`src/rtl/fetch_pkg.sv`:
```
// Shared constants and the queue-entry layout for the instruction-fetch stage.
package fetch_pkg;

    localparam logic [31:0] INSTR_NOP = 32'h0;
    localparam int unsigned PC_INC    = 4;

    // Reference entry layout at the default 32-bit widths; fetch_queue builds a
    // width-parameterised equivalent with the same field order.
    typedef struct packed {
        logic [31:0] instr;
        logic [31:0] pc_plus_4;
    } fetch_entry_t;

endpackage

```
`src/rtl/fetch_fifo.sv`:
```
// DEPTH-entry synchronous FIFO with push/pop/flush; head entry is read combinationally
// so a push is visible the cycle after it is written, with no same-cycle bypass.
module fetch_fifo
    import fetch_pkg::*;
#(
    parameter int WIDTH = 64,
    parameter int DEPTH = 4
) (
    input  logic                     clk,
    input  logic                     srst,
    input  logic                     push,
    input  logic [WIDTH-1:0]         push_data,
    input  logic                     pop,
    input  logic                     flush,
    output logic [WIDTH-1:0]         head_data,
    output logic [$clog2(DEPTH):0]   count
);

    localparam int PTR_W = $clog2(DEPTH);

    logic [WIDTH-1:0] mem [DEPTH];
    logic [PTR_W-1:0] wr_ptr_reg;
    logic [PTR_W-1:0] rd_ptr_reg;
    logic [PTR_W:0]   count_reg;

    // DEPTH is a power of two, so the pointers wrap on their own.
    always_ff @(posedge clk) begin
        if (srst || flush) begin
            wr_ptr_reg <= '0;
            rd_ptr_reg <= '0;
            count_reg  <= '0;
        end else begin
            if (push) begin
                wr_ptr_reg <= wr_ptr_reg + 1'b1;
            end
            if (pop) begin
                rd_ptr_reg <= rd_ptr_reg + 1'b1;
            end
            count_reg <= count_reg + (PTR_W+1)'(push) - (PTR_W+1)'(pop);
        end
    end

    always_ff @(posedge clk) begin
        if (push && !srst && !flush) begin
            mem[wr_ptr_reg] <= push_data;
        end
    end

    always_ff @(posedge clk) begin
        if (!srst && !flush) begin
            assert (!(push && !pop && count_reg == (PTR_W+1)'(DEPTH)));
            assert (!(pop && count_reg == '0));
        end
    end

    assign head_data = mem[rd_ptr_reg];
    assign count     = count_reg;

endmodule

```
`src/rtl/fetch_queue.sv`:
```
// Instruction-fetch stage: owns the fetch PC, issues one read per cycle and buffers words
// for decode. Define FETCH_PERF_EN to add the perf_fetched/perf_stall/perf_flush counters.
module fetch_queue
    import fetch_pkg::*;
#(
    parameter int                ADDR_W   = 32,
    parameter int                DATA_W   = 32,
    parameter int                DEPTH    = 4,
    parameter logic [ADDR_W-1:0] RESET_PC = '0
) (
    input  logic              clk,
    input  logic              reset,
    input  logic              redirect_valid,
    input  logic [ADDR_W-1:0] redirect_pc,
    output logic [ADDR_W-1:0] imem_addr,
    output logic              imem_req,
    input  logic [DATA_W-1:0] imem_rdata,
    output logic              instr_valid,
    input  logic              instr_ready,
    output logic [DATA_W-1:0] instr,
    output logic [ADDR_W-1:0] pc_plus_4
`ifdef FETCH_PERF_EN
    ,
    output logic [31:0]       perf_fetched,
    output logic [31:0]       perf_stall,
    output logic [31:0]       perf_flush
`endif
);

    localparam int CNT_W = $clog2(DEPTH) + 1;

    typedef struct packed {
        logic [DATA_W-1:0] instr;
        logic [ADDR_W-1:0] pc_plus_4;
    } entry_t;

    logic [ADDR_W-1:0] pc_f_reg;
    logic [ADDR_W-1:0] tag_reg;
    logic              inflight_reg;
    logic [CNT_W-1:0]  fifo_count;
    logic [CNT_W:0]    occupancy;
    logic              room;
    logic              issue;
    logic              push;
    logic              pop;
    logic              head_valid;
    entry_t            push_entry;
    entry_t            head_entry;
    logic              unused_pc_bits;

    assign unused_pc_bits = &{1'b0, redirect_pc[1:0]};

    // The in-flight read reserves a slot, so a full queue can never be overrun.
    assign occupancy  = {1'b0, fifo_count} + (CNT_W+1)'(inflight_reg);
    assign room       = occupancy < (CNT_W+1)'(DEPTH);
    assign issue      = !reset && !redirect_valid && room;
    assign push       = inflight_reg && !redirect_valid;
    assign head_valid = fifo_count != '0;
    assign pop        = head_valid && instr_ready && !redirect_valid;

    assign push_entry = '{instr: imem_rdata, pc_plus_4: tag_reg + ADDR_W'(PC_INC)};

    fetch_fifo #(
        .WIDTH ($bits(entry_t)),
        .DEPTH (DEPTH)
    ) u_fifo (
        .clk       (clk),
        .srst      (reset),
        .push      (push),
        .push_data (push_entry),
        .pop       (pop),
        .flush     (redirect_valid),
        .head_data (head_entry),
        .count     (fifo_count)
    );

    always_ff @(posedge clk) begin
        if (reset) begin
            pc_f_reg     <= RESET_PC;
            tag_reg      <= '0;
            inflight_reg <= 1'b0;
        end else begin
            inflight_reg <= issue;
            if (issue) begin
                tag_reg <= pc_f_reg;
            end
            if (redirect_valid) begin
                pc_f_reg <= {redirect_pc[ADDR_W-1:2], 2'b00};
            end else if (issue) begin
                pc_f_reg <= pc_f_reg + ADDR_W'(PC_INC);
            end
        end
    end

    assign imem_addr   = pc_f_reg;
    assign imem_req    = issue;
    assign instr_valid = head_valid;
    assign instr       = head_valid ? head_entry.instr : DATA_W'(INSTR_NOP);
    assign pc_plus_4   = head_valid ? head_entry.pc_plus_4 : '0;

`ifdef FETCH_PERF_EN
    logic [31:0] perf_fetched_reg;
    logic [31:0] perf_stall_reg;
    logic [31:0] perf_flush_reg;

    always_ff @(posedge clk) begin
        if (reset) begin
            perf_fetched_reg <= '0;
            perf_stall_reg   <= '0;
            perf_flush_reg   <= '0;
        end else begin
            if (push && perf_fetched_reg != '1) begin
                perf_fetched_reg <= perf_fetched_reg + 32'd1;
            end
            if (!redirect_valid && !room && perf_stall_reg != '1) begin
                perf_stall_reg <= perf_stall_reg + 32'd1;
            end
            if (redirect_valid && perf_flush_reg != '1) begin
                perf_flush_reg <= perf_flush_reg + 32'd1;
            end
        end
    end

    assign perf_fetched = perf_fetched_reg;
    assign perf_stall   = perf_stall_reg;
    assign perf_flush   = perf_flush_reg;
`endif

endmodule

```
`config.mk`:
```
export PLATFORM = sky130hd
export DESIGN_NAME = fetch_queue
export DESIGN_NICKNAME = d
export VERILOG_FILES = /design/src/rtl/fetch_pkg.sv /design/src/rtl/fetch_fifo.sv /design/src/rtl/fetch_queue.sv
export SDC_FILE = /design/constraint.sdc
export NUM_CORES = 1
export LEC_CHECK = 0
export CAP_MARGIN = 20
export CORE_MARGIN = 2
export CORE_UTILIZATION = 60
export CTS_BUF_LIST = sky130_fd_sc_hd__clkbuf_2 sky130_fd_sc_hd__clkbuf_4 sky130_fd_sc_hd__clkbuf_8
export DETAILED_ROUTE_END_ITERATION = 6
export PLACE_DENSITY_LB_ADDON = 0.3
export SYNTH_ARGS = -nofsm -noshare
export SYNTH_HDL_FRONTEND = slang
export SYNTH_SLANG_ARGS = --single-unit
```
`constraint.sdc`:
```
create_clock -name clk -period 5.23 [get_ports clk]
set_clock_uncertainty 0.05 [all_clocks]
set_input_delay 1.046 -clock clk [delete_from_list [all_inputs] [get_ports clk]]
set_output_delay 1.046 -clock clk [all_outputs]
set_load 0.005 [all_outputs]
```
**Word level (Yosys, flattened, before mapping)**

Memories as Yosys holds them, arrays and structs flattened. A register that Yosys moved wholly into a read port is not among the register bits.
Cells that the tools add are included.

- Output and inout bits: 98
- Memory bits (read-only): 0
- Memories: 1
- Register bits after elaboration: 72
- Word-level logic and storage cells: 37
- Bits in writable memories: 256
- Latch bits: 0
- Input bits: 68

Memory list:

| memory | words | bits a word | read ports | clocked after memory_dff | write ports | line | text |
|---|---|---|---|---|---|---|---|
| u_fifo.mem | 4 | 64 | 1 | 1 | 1 | fetch_fifo.sv:21 | `logic [WIDTH-1:0] mem [DEPTH];` |

- Div/mod/pow operators: 0
- $lt $le $gt $ge: 1
- Equal/unequal tests: 0
- Multipliers: 0
- Reduce and logical (&&, ||, !) cells: 13
- Bitwise gates (word level): 0
- Shift-type cells: 0
- Add/subtract/negate cells: 7
- Muxes and demuxes: 8

Operators by type and width:

| kind | number |
|---|---|
| $mux 32 | 4 |
| $add 32x3->32 const B | 2 |
| $logic_and 1x1->1 | 7 |
| $add 2x1->2 const B | 2 |
| $add 3x1->4 | 1 |
| $lt 4x3->1 const B | 1 |
| $mux 2 | 2 |
| $add 3x1->3 | 1 |
| $reduce_bool 3->1 | 1 |
| $sub 3x1->3 | 1 |
| $logic_not 1->1 | 2 |
| $mux 1 | 2 |
| $reduce_bool 2->1 | 1 |
| $reduce_or 2->1 | 1 |
| $logic_or 1x1->1 | 1 |

**Logic depth before layout (Yosys ltp)**

Gate-level depths: netlist of the first run.

- Depth after elaboration: 6
- Depth in mapped cells: 9
- Mapped depth without buffers: 8

**By module**

A second synthesis of the first run with hierarchy kept.

- Cells, all modules: 899
- Area, all modules: 13,650.6 sq um

Modules (own cells, without submodules):

| module | cells an instance | area each (sq um) | instances | seq. area each (sq um) |
|---|---|---|---|---|
| fetch_fifo | 377 | 9,751.9 | 1 | 7,867.5 |
| fetch_queue | 522 | 3,898.7 | 1 | 1,221.2 |

**Worst setup path before layout of the first run**

No wires, ideal clock.

- Path type: input -> register
- Start point: input redirect_valid
- End point: memory u_fifo.mem[0][10] (enable)
- Arrival time: 3.101 ns
- Stages: 4
- Slack: 1.652 ns
- Buffers on the path: 2
- Setup time: 0.427 ns
- Required time: 4.753 ns
- Cell sequence: buf_2 -> buf_2 -> nor2_1 -> and3_1

- Longest elaborated chain between the ends: 6

Ends and longest elaborated chain:

| element | line | text |
|---|---|---|
| start: declaration | fetch_queue.sv:13 | `input logic redirect_valid,` |
| $logic_not 1->1 (*) | fetch_fifo.sv:44, fetch_queue.sv:57 |  |
| $logic_and 1x1->1 | fetch_queue.sv:57 | `assign push = inflight_reg && !redirect_valid;` |
| $logic_and 1x1->1 | fetch_fifo.sv:44 | `if (push && !srst && !flush) begin` |
| $logic_and 1x1->1 (*) | fetch_fifo.sv:44 |  |
| $mux 1 (*) | fetch_fifo.sv:44 |  |
| $mux 1 (implied by the code) (*) | fetch_fifo.sv:45 | `mem[wr_ptr_reg] <= push_data;` |
| end: declaration | fetch_fifo.sv:21 |  |

Mark *: on every way between the ends. The rest lies on a longest branch, timed or not.

**Worst setup path in the final report of the first run**

- Start point: input redirect_valid
- End point: output imem_req

- Longest elaborated chain between the ends: 3

Ends and longest elaborated chain:

| element | line | text |
|---|---|---|
| $logic_not 1->1 | fetch_queue.sv:56 | `assign issue = !reset && !redirect_valid && room;` |
| $logic_and 1x1->1 | - |  |
| $logic_and 1x1->1 | fetch_queue.sv:56 |  |
| end: declaration | fetch_queue.sv:16 | `output logic imem_req,` |

Every way passes these cells.

==> metrics list, run 1 <==
- Clock latency reported for the late side of the worst-skew pair: about 0.55 ns
* Post-route fraction of the period consumed by the critical path: 0.797
- Clock-pin slew was measured on the worst setup and hold paths at 0.06 ns.
- The register with the most flip-flops in the layout has 248 of them.
- Static timing analysis puts the maximum clock frequency at 240 MHz.
- Share of layout cells above drive strength 1: 0.153
- RSZ-0062 raised after global routing: no
- Routability-driven placement finished with a final weighted congestion of 0.815.
- The routed design has 25,700 µm of wire.
- For this design, the slowest cell found on the critical path is sky130_fd_sc_hd__clkdlybuf4s50_1.
* Final setup margin: 1.06 ns
* Residual DRC count: 0
- Net load switching power: ~0.0010 W
- Sequential fraction of the synthesis area: 0.672
- Filler cell count in the final layout: 1,327
* CTS Root Buffer Type: sky130_fd_sc_hd__clkbuf_8
- Via count: 7,829
* Worst Hold Margin: between 0.4 and 0.5 ns
* Delay contributed by the slowest stage of the critical path: 0.52 ns
- Antenna diode instance count: 0
- The worst path in the final design needs a cycle of 4.17 ns, including I/O delays and setup.
- Buffers inserted during clock tree synthesis total 48.
* Antenna violations before repair: 1
- Once detail routing completed, the nets flagged for antenna violations numbered 0.
* Maximum vdd drop: 0.163 mV
* Number of enable flip-flop cells after synthesis: approximately 250
* Number of buffers between clock root and the deepest sink: 3
- Once placement completed, the tool counted placed cells totaling 1,292.
- The critical path is of the primary input to primary output type.
- STA classifies the critical path startpoint as a primary input.
- Core Area: 21,700 µm²
- Across the run, the number of max-cap violations was 0.
* Gate power share: 0.054
- Combined area of all synthesized cells: ~13,000 µm²
* Avg Vias per Cell: between 5 and 6
- Of all flip-flops after synthesis, the portion carrying an async set or reset was 0.
- Startpoint of the most critical hold path: tag_reg[20]
- Count of final max-slew check failures: 0
* Site row count: 54
* Number of I/O pins: 166
* Area of combinational cells with multiple inputs: 4050 µm²
- Most used flip-flop cell after synthesis: sky130_fd_sc_hd__edfxtp_1
- In this run the power density over the cells is 310 nW/µm².
* Gr usage total: 0.225
- For this configuration, the core starts out at a cell density of 0.607.
- Cell breakdown of the critical path: clkdlybuf4s50_1, buf_4, or2_2, o32a_1, inv_1, clkdlybuf4s50_1
- The analysis attributes to cell leakage a power of 4.97 nW.
* Die X: 152 µm
- The average instance in the mapped netlist occupies 14.9 µm².
* Number of synthesis warnings: 0
- Tracing the worst setup path back leads to its startpoint at redirect_valid.
- Overflow after GRT: 0
* Wire length of the first global-routing pass: between 40,000 and 50,000 µm
* Total of endpoints with negative setup slack in the final report: 0
- The clock net in this run drives a total of 318 sinks.
* Number of global-route vias before repair: 8,063
* H-tree levels: 2
- Cell repeated most along the worst path: sky130_fd_sc_hd__clkdlybuf4s50_1
* Number of distinct standard cells referenced by the synthesized netlist: 50
- Before antenna repair, the detailed router went through 4 iterations.
* Net switching share of the total power: 0.209
* Arrival time reported for the critical path endpoint: 3.07 ns
- Count of buffers added by post-CTS timing repair for setup: 0
* Total of cells resized after clock tree synthesis: 0
* Number of synthesized register bits: 318
* Data required time at the worst endpoint: between 4 and 5 ns
- Of the total power, the clock network draws 0.382.
- The area growth from synthesis to layout is 21.4%.
- In this run, the number of DRC markers left after iteration 0 of detailed routing was 428.
* Largest driver fanout on the critical path: 23
- Endpoint class of the critical path: primary output
* Die area: 23,200 µm²
* Non-filler instance count after layout: ~1,400
* Estimated wirelength of the detail-placed design: 16,400 µm
- TritonCTS clock tree: built
- RR Startpoint: u_fifo.count[2]
- Measured along the y axis, the die boundary spans 152 µm.
- Placed Instance Area: 15,100 µm²
- In the final design database the tool counted approximately 1,100 nets.
- The worst hold path belongs to the class flip-flop to flip-flop.
- The final hold violation count is 0.
* Post-layout instance area: 16,000 µm²
* Number of I/O port buffers: 159
- Registers take 8850 µm².
- Synthesis produced a netlist whose cell count is just under 900.
- Setup total negative slack on the finished layout was measured at 0 ns.
- For the pin with the worst max-slew slack, the measured transition is 0.910 ns.
- The flow ran to the end, and the final reports show no timing, DRC or antenna violations.
* Average wire per standard cell: ~19 µm
- The worst pin sits at a relative slew slack of 0.393.
* Pin count of the biggest net entering global routing: 64
* Internal portion of total power: between 0.003 and 0.004 W
* Post-place setup slack: ~1.1 ns
- Flop pwr share: 0.564
- # hold bufs at CTS: 0
==> through the flow <==
stage,util,total power (W)
after detailed placement,0.696,0.00312
after global placement,0.696,0.00311
after CTS,0.737,0.00500
final,0.737,0.00496
after global routing,0.737,0.00513
after floorplan,-,0.00296
==> area by class of cell <==
type / instances / area share
clock buffers: 69 / 0.0523
clock inverters: 14 / 0.00399
inverters: 19 / 0.00446
multi-input cells: 500 / 0.253
flip-flops and latches: 318 / 0.554
well taps: 280 / 0.0219
repair buffers: 175 / 0.111
==> path summary, 6_finish.rpt <==
path,cells after the start,slack (ns),endpoint
max,6,1.06,imem_req
min,2,0.41,tag_reg[20]
max reg2reg,6,2.78,imem_addr[31]
min reg2reg,2,0.41,tag_reg[20]
==> synthesized netlist by cell type (2+ instances only) <==
cell type | count | area share
sky130_fd_sc_hd__nor4_1 | 7 | 0.0033
sky130_fd_sc_hd__nor3_1 | 10 | 0.0038
sky130_fd_sc_hd__xnor2_1 | 25 | 0.017
sky130_fd_sc_hd__nand2_1 | 84 | 0.024
sky130_fd_sc_hd__buf_4 | 4 | 0.0023
sky130_fd_sc_hd__xor2_1 | 26 | 0.017
sky130_fd_sc_hd__mux4_2 | 62 | 0.11
sky130_fd_sc_hd__dfxtp_1 | 70 | 0.11
sky130_fd_sc_hd__ha_1 | 9 | 0.0086
sky130_fd_sc_hd__buf_2 | 7 | 0.0027
sky130_fd_sc_hd__a2111oi_1 | 5 | 0.0038
sky130_fd_sc_hd__or4_1 | 2 | 0.0011
sky130_fd_sc_hd__edfxtp_1 | 248 | 0.57
sky130_fd_sc_hd__and4_1 | 3 | 0.0020
sky130_fd_sc_hd__o211ai_1 | 2 | 0.0011
sky130_fd_sc_hd__a21oi_1 | 34 | 0.013
sky130_fd_sc_hd__nand4_1 | 24 | 0.011
sky130_fd_sc_hd__nor4_2 | 4 | 0.0038
sky130_fd_sc_hd__and3_1 | 9 | 0.0043
sky130_fd_sc_hd__nor3b_1 | 2 | 0.0011
sky130_fd_sc_hd__and2_1 | 5 | 0.0024
sky130_fd_sc_hd__a31oi_1 | 2 | 0.00095
sky130_fd_sc_hd__buf_1 | 6 | 0.0017
sky130_fd_sc_hd__nand3_1 | 19 | 0.0072
sky130_fd_sc_hd__a22oi_1 | 2 | 0.0011
sky130_fd_sc_hd__nor2_1 | 55 | 0.016
sky130_fd_sc_hd__and3b_1 | 2 | 0.0013
sky130_fd_sc_hd__nor2b_1 | 68 | 0.032
sky130_fd_sc_hd__clkbuf_1 | 33 | 0.0094
sky130_fd_sc_hd__a211oi_1 | 18 | 0.010
sky130_fd_sc_hd__inv_1 | 19 | 0.0054
==> worst max-delay path: cells and delay by family <==
| family | cells | cell delay [ns] |
|---|---|---|
| buffers and inverters | 4 | 1.24 |
| and+or+nand+nor | 1 | 0.39 |
| AOI/OAI and AO/OA | 1 | 0.38 |
==> routing by layer <==
| metal | GRT usage | wire [µm] |
|---|---|---|
| met1 | 0.312 | 11200 |
| met2 | 0.369 | 12300 |
| met3 | 0.0458 | 1750 |
| met4 | 0.0601 | 408 |
| met5 | 0 | 8 |
==> cell usage in the layout, fill, tap and decap left out, types with 19 or more instances in the layout <==
cell,synthesis,routed
sky130_fd_sc_hd__nor2b_1,68,68
sky130_fd_sc_hd__nor2_1,55,55
sky130_fd_sc_hd__nand4_1,24,24
sky130_fd_sc_hd__nand2_1,84,84
sky130_fd_sc_hd__mux4_2,62,62
sky130_fd_sc_hd__dfxtp_1,70,68
sky130_fd_sc_hd__nand3_1,19,19
sky130_fd_sc_hd__inv_1,19,19
sky130_fd_sc_hd__clkbuf_8,0,51
sky130_fd_sc_hd__xnor2_1,25,25
sky130_fd_sc_hd__clkdlybuf4s50_1,0,158
sky130_fd_sc_hd__xor2_1,26,26
sky130_fd_sc_hd__a21oi_1,34,34
sky130_fd_sc_hd__edfxtp_1,248,248
==> kinds of logic (layout without fill, tap and decap cells) <==
kind of cell | count (synthesis) | after routing | synth area share
AO/OA/AOI/OAI | 71 | 71 | 0.0356
XOR/XNOR | 51 | 51 | 0.0339
adder cells (fa/ha/maj) | 10 | 10 | 0.0101
buffers and inverters | 70 | 277 | 0.0223
flip-flops | 318 | 318 | 0.672
multiplexers | 64 | 64 | 0.108
other | 1 | 4 | 0.000285
AND/OR/NAND/NOR | 300 | 300 | 0.118
==> power groups by stage <==
stage               Clock (W)  Sequential (W)  Combinational (W)
global placement            0         0.00285           0.000264
finish                0.00189         0.00280           0.000269
detailed placement          0         0.00285           0.000269
global route          0.00203         0.00280           0.000294
floorplan                   0         0.00284           0.000120
CTS                   0.00193         0.00280           0.000271
(Power assumes the default switching activity.)
==> inputs of run 2 (changes only) <==
--- a/config.mk
+++ b/config.mk
@@ -7,7 +7,7 @@
 export LEC_CHECK = 0
 export CAP_MARGIN = 20
 export CORE_MARGIN = 2
-export CORE_UTILIZATION = 60
+export CORE_UTILIZATION = 57
 export CTS_BUF_LIST = sky130_fd_sc_hd__clkbuf_2 sky130_fd_sc_hd__clkbuf_4 sky130_fd_sc_hd__clkbuf_8
 export DETAILED_ROUTE_END_ITERATION = 6
 export PLACE_DENSITY_LB_ADDON = 0.3
==> constraint.sdc (replaced) <==
create_clock -name clk -period 4.05 [get_ports clk]
set_clock_uncertainty 0.05 [all_clocks]
set_input_delay 0.81 -clock clk [delete_from_list [all_inputs] [get_ports clk]]
set_output_delay 0.81 -clock clk [all_outputs]
set_load 0.005 [all_outputs]
==> run 2 against run 1 <==
Flip-flop and latch count did not move. Global-route usage fell by 0.77 points. Cell count rose by 1.4%. Clock power rose by 33%. Setup slack got worse by 0.60 ns. Critical path depth fell by 2. Utilization fell by 2.7 points. Power rose by 31%. Critical endpoint is now instr[29].
==> metrics list, run 2 (synthesis results as in run 1) <==
- Number of global-route vias before repair: approximately 8,000
- The tool flagged a number of max-cap violations equal to 0.
- The signal on the critical path passes through buf_4, mux4_2, nor2b_1, clkdlybuf4s50_1.
- The flow ran to the end, and the final reports show no timing, DRC or antenna violations.
- The worst-case IR drop observed on VDD is approximately 0.22 mV.
- Cells on worst reg2reg path: 8
- Summing over every cut layer, the via total after detailed routing is 7,905.
- Worst Setup Path Type: flip-flop to primary output
* Crit path launch type: flip-flop
* Wire length reported by the detailed router: 25,800 µm
- Worst Hold Margin: 0.404 ns
- 0 antenna diodes ended up in the layout.
- Count of buffer and inverter cells on the critical path: 2
- After filler insertion, the fill cell instance count of the layout stands at 1,495.
- Data on the critical path is required at its endpoint by 3.19 ns.
- Clock latency reported for the late side of the worst-skew pair: 0.55 ns
- In this design, the largest share of critical-path delay is due to buffers and inverters.
* Placed Instance Area: 15,200 µm²
* Total of cells resized after clock tree synthesis: 0
- The design draws 0.00648 W.
* Die X: 156 µm
* Average wire per standard cell: about 19 µm
- Relative to the synthesized area, the layout overhead comes to 22.2%.
- Largest driver fanout on the critical path: 25
- Headroom to the max-slew limit: 0.342
- Entering global routing, the biggest net connects 62 pins.
* Post-route fraction of the period consumed by the critical path: 0.886
- Net load switching power: 0.00137 W
- Antenna-violating nets left: 0
* Flop pwr share: 0.557
- Cells on Worst Hold Path: 2
* Gpl congestion: 0.843
- Most frequent cells in the layout: sky130_fd_sc_hd__edfxtp_1, sky130_fd_sc_hd__clkdlybuf4s50_1, sky130_fd_sc_hd__nand2_1
* Number of clock sinks seen by CTS: 318
- Reg-to-reg critical path endpoint: u_fifo.count[2]
- TritonCTS built the clock tree.
* Reg2reg setup slack: 1.32 ns
- Wire length of the first global-routing pass: 40,900 µm
* DR iter-0 viols: ~470
- Counting I/O delays and the setup requirement, the final critical path takes 3.59 ns.
* Largest register FFs: 248
- Adding up every negative setup slack in the final design gives 0 ns.
* Number of I/O port buffers: 159
- Clock Pin Slew Worst Setup and Hold Paths: 0.06 ns
* Delay contributed by the slowest stage of the critical path: 0.67 ns
- Of the total power, the share spent switching nets is 0.212.
- The library cell used most frequently in the layout, excluding fill and tap cells, is sky130_fd_sc_hd__edfxtp_1.
- CTS Root Buffer Type: sky130_fd_sc_hd__clkbuf_8
- Count of buffers added by post-CTS timing repair for setup: 0
- Arrival time reported for the critical path endpoint: ~2.7 ns
- Internal portion of total power: 0.00511 W
* Endpoint class of the critical path: primary output
* Gr usage total: 0.217
- Row generation in the floorplan step produced 55 rows.
- The min-delay analysis places its worst path in the category flip-flop to flip-flop.
* Overflow after GRT: 0
- Die height: 156 µm
* Maximum clock rate: between 200 and 300 MHz
- Leak: 5.03 nW
* Estimated wirelength of the detail-placed design: ~17,000 µm
* Number of I/O pins: around 170
- Slew at the pin closest to its max-slew limit: 0.982 ns
- Count of final max-slew check failures: 0
- Area of combinational cells with multiple inputs: around 4000 µm²
- Starting density of the core: 0.582
- Counting along the longest clock path gives a buffer depth of 3.
- The die covers 24,300 µm².
* Post-route core utilization: 0.711
* Residual DRC count: 0
- Clock tree synthesis inserted a total of 49 buffers.
- Total of endpoints with negative setup slack in the final report: 0
* Critical path depth: 4
- Share of layout cells above drive strength 1: 0.158
* Post-layout instance area: 16,100 µm²
* # hold bufs at CTS: 0
- In the final layout, flip-flops and latches occupy 8850 µm².
- For hold timing, the worst endpoint is tag_reg[28].
- The worst register-to-register path begins at u_fifo.count[1].
* Antenna violations before repair: 0
- Of the total power, combinational logic draws 0.055.
* Final number of hold-violating endpoints: 0
- For this design, the slowest cell found on the critical path is sky130_fd_sc_hd__dfxtp_4.
- The total area inside the core boundary comes to 22,600 µm².
- Dividing the detail-routed via count by the number of cells gives 5.67.
- The clock tree synthesis step divided the H-tree into 2 levels.
- The worst hold path begins at tag_reg[28].
- Pre-Repair DR Iteration Count: 4
* RSZ-0062 raised after global routing: no
* Cell area power density: 403 nW/µm²
- NumNets Final: 1,149
- Of the total power, the clock network draws 0.388.
run 2: worst reg2reg max path: stages, from the launching register on:
cell and delay (ns):
sky130_fd_sc_hd__dfxtp_1 0.39, sky130_fd_sc_hd__nor3_2 0.83, sky130_fd_sc_hd__nor3b_1 0.22, sky130_fd_sc_hd__ha_1 0.34, sky130_fd_sc_hd__inv_1 0.04, sky130_fd_sc_hd__ha_1 0.18
sky130_fd_sc_hd__fa_1 0.38, sky130_fd_sc_hd__xor2_1 0.16, sky130_fd_sc_hd__nor2_1 0.05
run 2: how the worst max path moves through the flow:
stage / to / slack [ns]
finish: instr[29] / 0.46
CTS: instr[29] / 0.36
floorplan: u_fifo.mem[0][10] / 0.71
global placement: imem_req / 0.51
detailed placement: imem_req / 0.52
global route: instr[29] / 0.25
run 2: final cells by class:
class                      instances  share of cell area
tap                              285              0.0222
timing repair buffer             183               0.114
multi-input combinational        500               0.252
inverter                          19             0.00443
clock buffer                      65              0.0501
clock inverter                    24             0.00793
sequential                       318               0.550
run 2: metrics by stage:
step / setup WS (ns) / std cells
4_1_cts: 0.358 / 1394
6_report: 0.460 / 1394
2_1_floorplan: 0.708 / 888
5_1_grt: 0.251 / 1394
3_3_place_gp: 0.513 / 1305
3_5_place_dp: 0.522 / 1305
run 2: power groups by stage:
| stage | Clock (W) | Combinational [W] | Sequential [W] |
|---|---|---|---|
| 2_1_floorplan | 0 | 0.000155 | 0.00366 |
| 3_3_place_gp | 0 | 0.000346 | 0.00368 |
| 3_5_place_dp | 0 | 0.000354 | 0.00368 |
| 4_1_cts | 0.00257 | 0.000357 | 0.00361 |
| 5_1_grt | 0.00272 | 0.000386 | 0.00362 |
| 6_report | 0.00252 | 0.000354 | 0.00361 |
run 2: routing by layer:
layer | vias up | wire, µm | global-route usage
met5 | - | 0 | 0
met4 | 0 | 503 | 0.0690
met1 | 3885 | 11100 | 0.292
met2 | 274 | 12500 | 0.360
met3 | 37 | 1650 | 0.0442
li1 | 3709 | - | -
==> edit, RTL diff (config.mk and constraints of run 1) <==
Build with the macro `FETCH_PERF_EN` defined.
--- a/src/rtl/fetch_queue.sv
+++ b/src/rtl/fetch_queue.sv
@@ -1,5 +1,7 @@
 // Instruction-fetch stage: owns the fetch PC, issues one read per cycle and buffers words
 // for decode. Define FETCH_PERF_EN to add the perf_fetched/perf_stall/perf_flush counters.
+`define FETCH_PERF_EN
+
 module fetch_queue
     import fetch_pkg::*;
 #(
Check against the original RTL (old outputs only; new: perf_fetched, perf_flush and perf_stall): equivalent (Yosys induction, for registers that start in step).
==> edit against run 1 <==
  * Die area is 36% higher
  * Largest cell class unchanged
  * Count of clock-buffer cells in the layout is 26 higher
  * Sequential cell count up 96
  * Clock power is 44% higher
  * Non-clock buffer count up 102
  * Total power rose by 32%
  * Worst setup slack improved by 38 ps
  * Wire length rose by 65%
  * Synthesized area is 37% higher
  * Design area increased by 40%
  * Critical path type is now flip-flop to primary output
  * Largest power group unchanged
  * Combinational power up 7%
==> edit: results (changes against run 1) <==
Hold EP tag_reg[30]; status finished clean; drt initial violations 995 (+130%); top post-synthesis cells by area edfxtp_1 (41%), dfxtp_1 (18%), mux4_2 (7.7%); CP max stage delay 860 ps (+340 ps); met3 Use GR 6.898% (+2.3 points); Flop pwr share 53.9% (-2.5 points); number of global-route vias before repair 12640 (+57%); GR Util met2 43.28% (+6.4 points); Crit Path Max Fanout 38 (+65%); GR Layer Usage met1 36.72% (+5.5 points); slowest CP cell dfxtp_4; total power 6.556 mW (+32%); initial antenna violation count 0 (-1); post-route non-filler standard cell count 2182 (+59%); Tmin final 4130 ps (-38.18 ps); DRT Pass-1 Iters 5 (+1); layout cells sized above 1 13.39% (-1.9 points); nets@finish 1825 (+60%); H-tree lvl count 3 (+1); Total Routing Usage GR 27.10% (+4.6 points); compound-gate portion of the synthesized area 7.822% (+4.3 points); Setup WS pre-CTS 1355 ps (+285.6 ps); max layer used met4; worst hold path startpoint tag_reg[30]; port buffer count 255 (+60%); DP HPWL 27.75 mm (+69%); Critical R2R Launch imem_addr[3]; largest net degree at the start of global routing 81 (+27%); via/cell ratio 6.056 (+6.4%); detailed-routed wire length on met3 3.640 mm (+110%); met1 WL 17.55 mm (+57%); Final Wtd Congestion 0.9143 (+12%); total CTS buffers 67 (+40%); clk pwr 2.73 mW (+44%)
[edit: changes by cell type after synthesis, moves of 16 or more]
cell / run 1 / this run
a21oi_1: 34 / 81
o31ai_1: 0 / 35
nand3_1: 19 / 53
or4_1: 2 / 36
nand2b_1: 0 / 17
clkbuf_1: 33 / 70
nor4_1: 7 / 24
nand2_1: 84 / 100
mux2_2: 0 / 20
nand4_1: 24 / 61
or3_1: 1 / 35
o21ai_0: 0 / 55
nor2_1: 55 / 84
dfxtp_1: 70 / 166
[edit: layout make-up]
| type | instances | area, µm² | area share, % |
|---|---|---|---|
| sequential | 414 | 10780 | 48.29 |
| multi-input combinational | 950 | 6865 | 30.77 |
| inverter | 34 | 127.6 | 0.5720 |
| tap | 390 | 488.0 | 2.187 |
| clock inverter | 22 | 158.9 | 0.7122 |
| clock buffer | 95 | 1157 | 5.187 |
| timing repair buffer | 277 | 2740 | 12.28 |
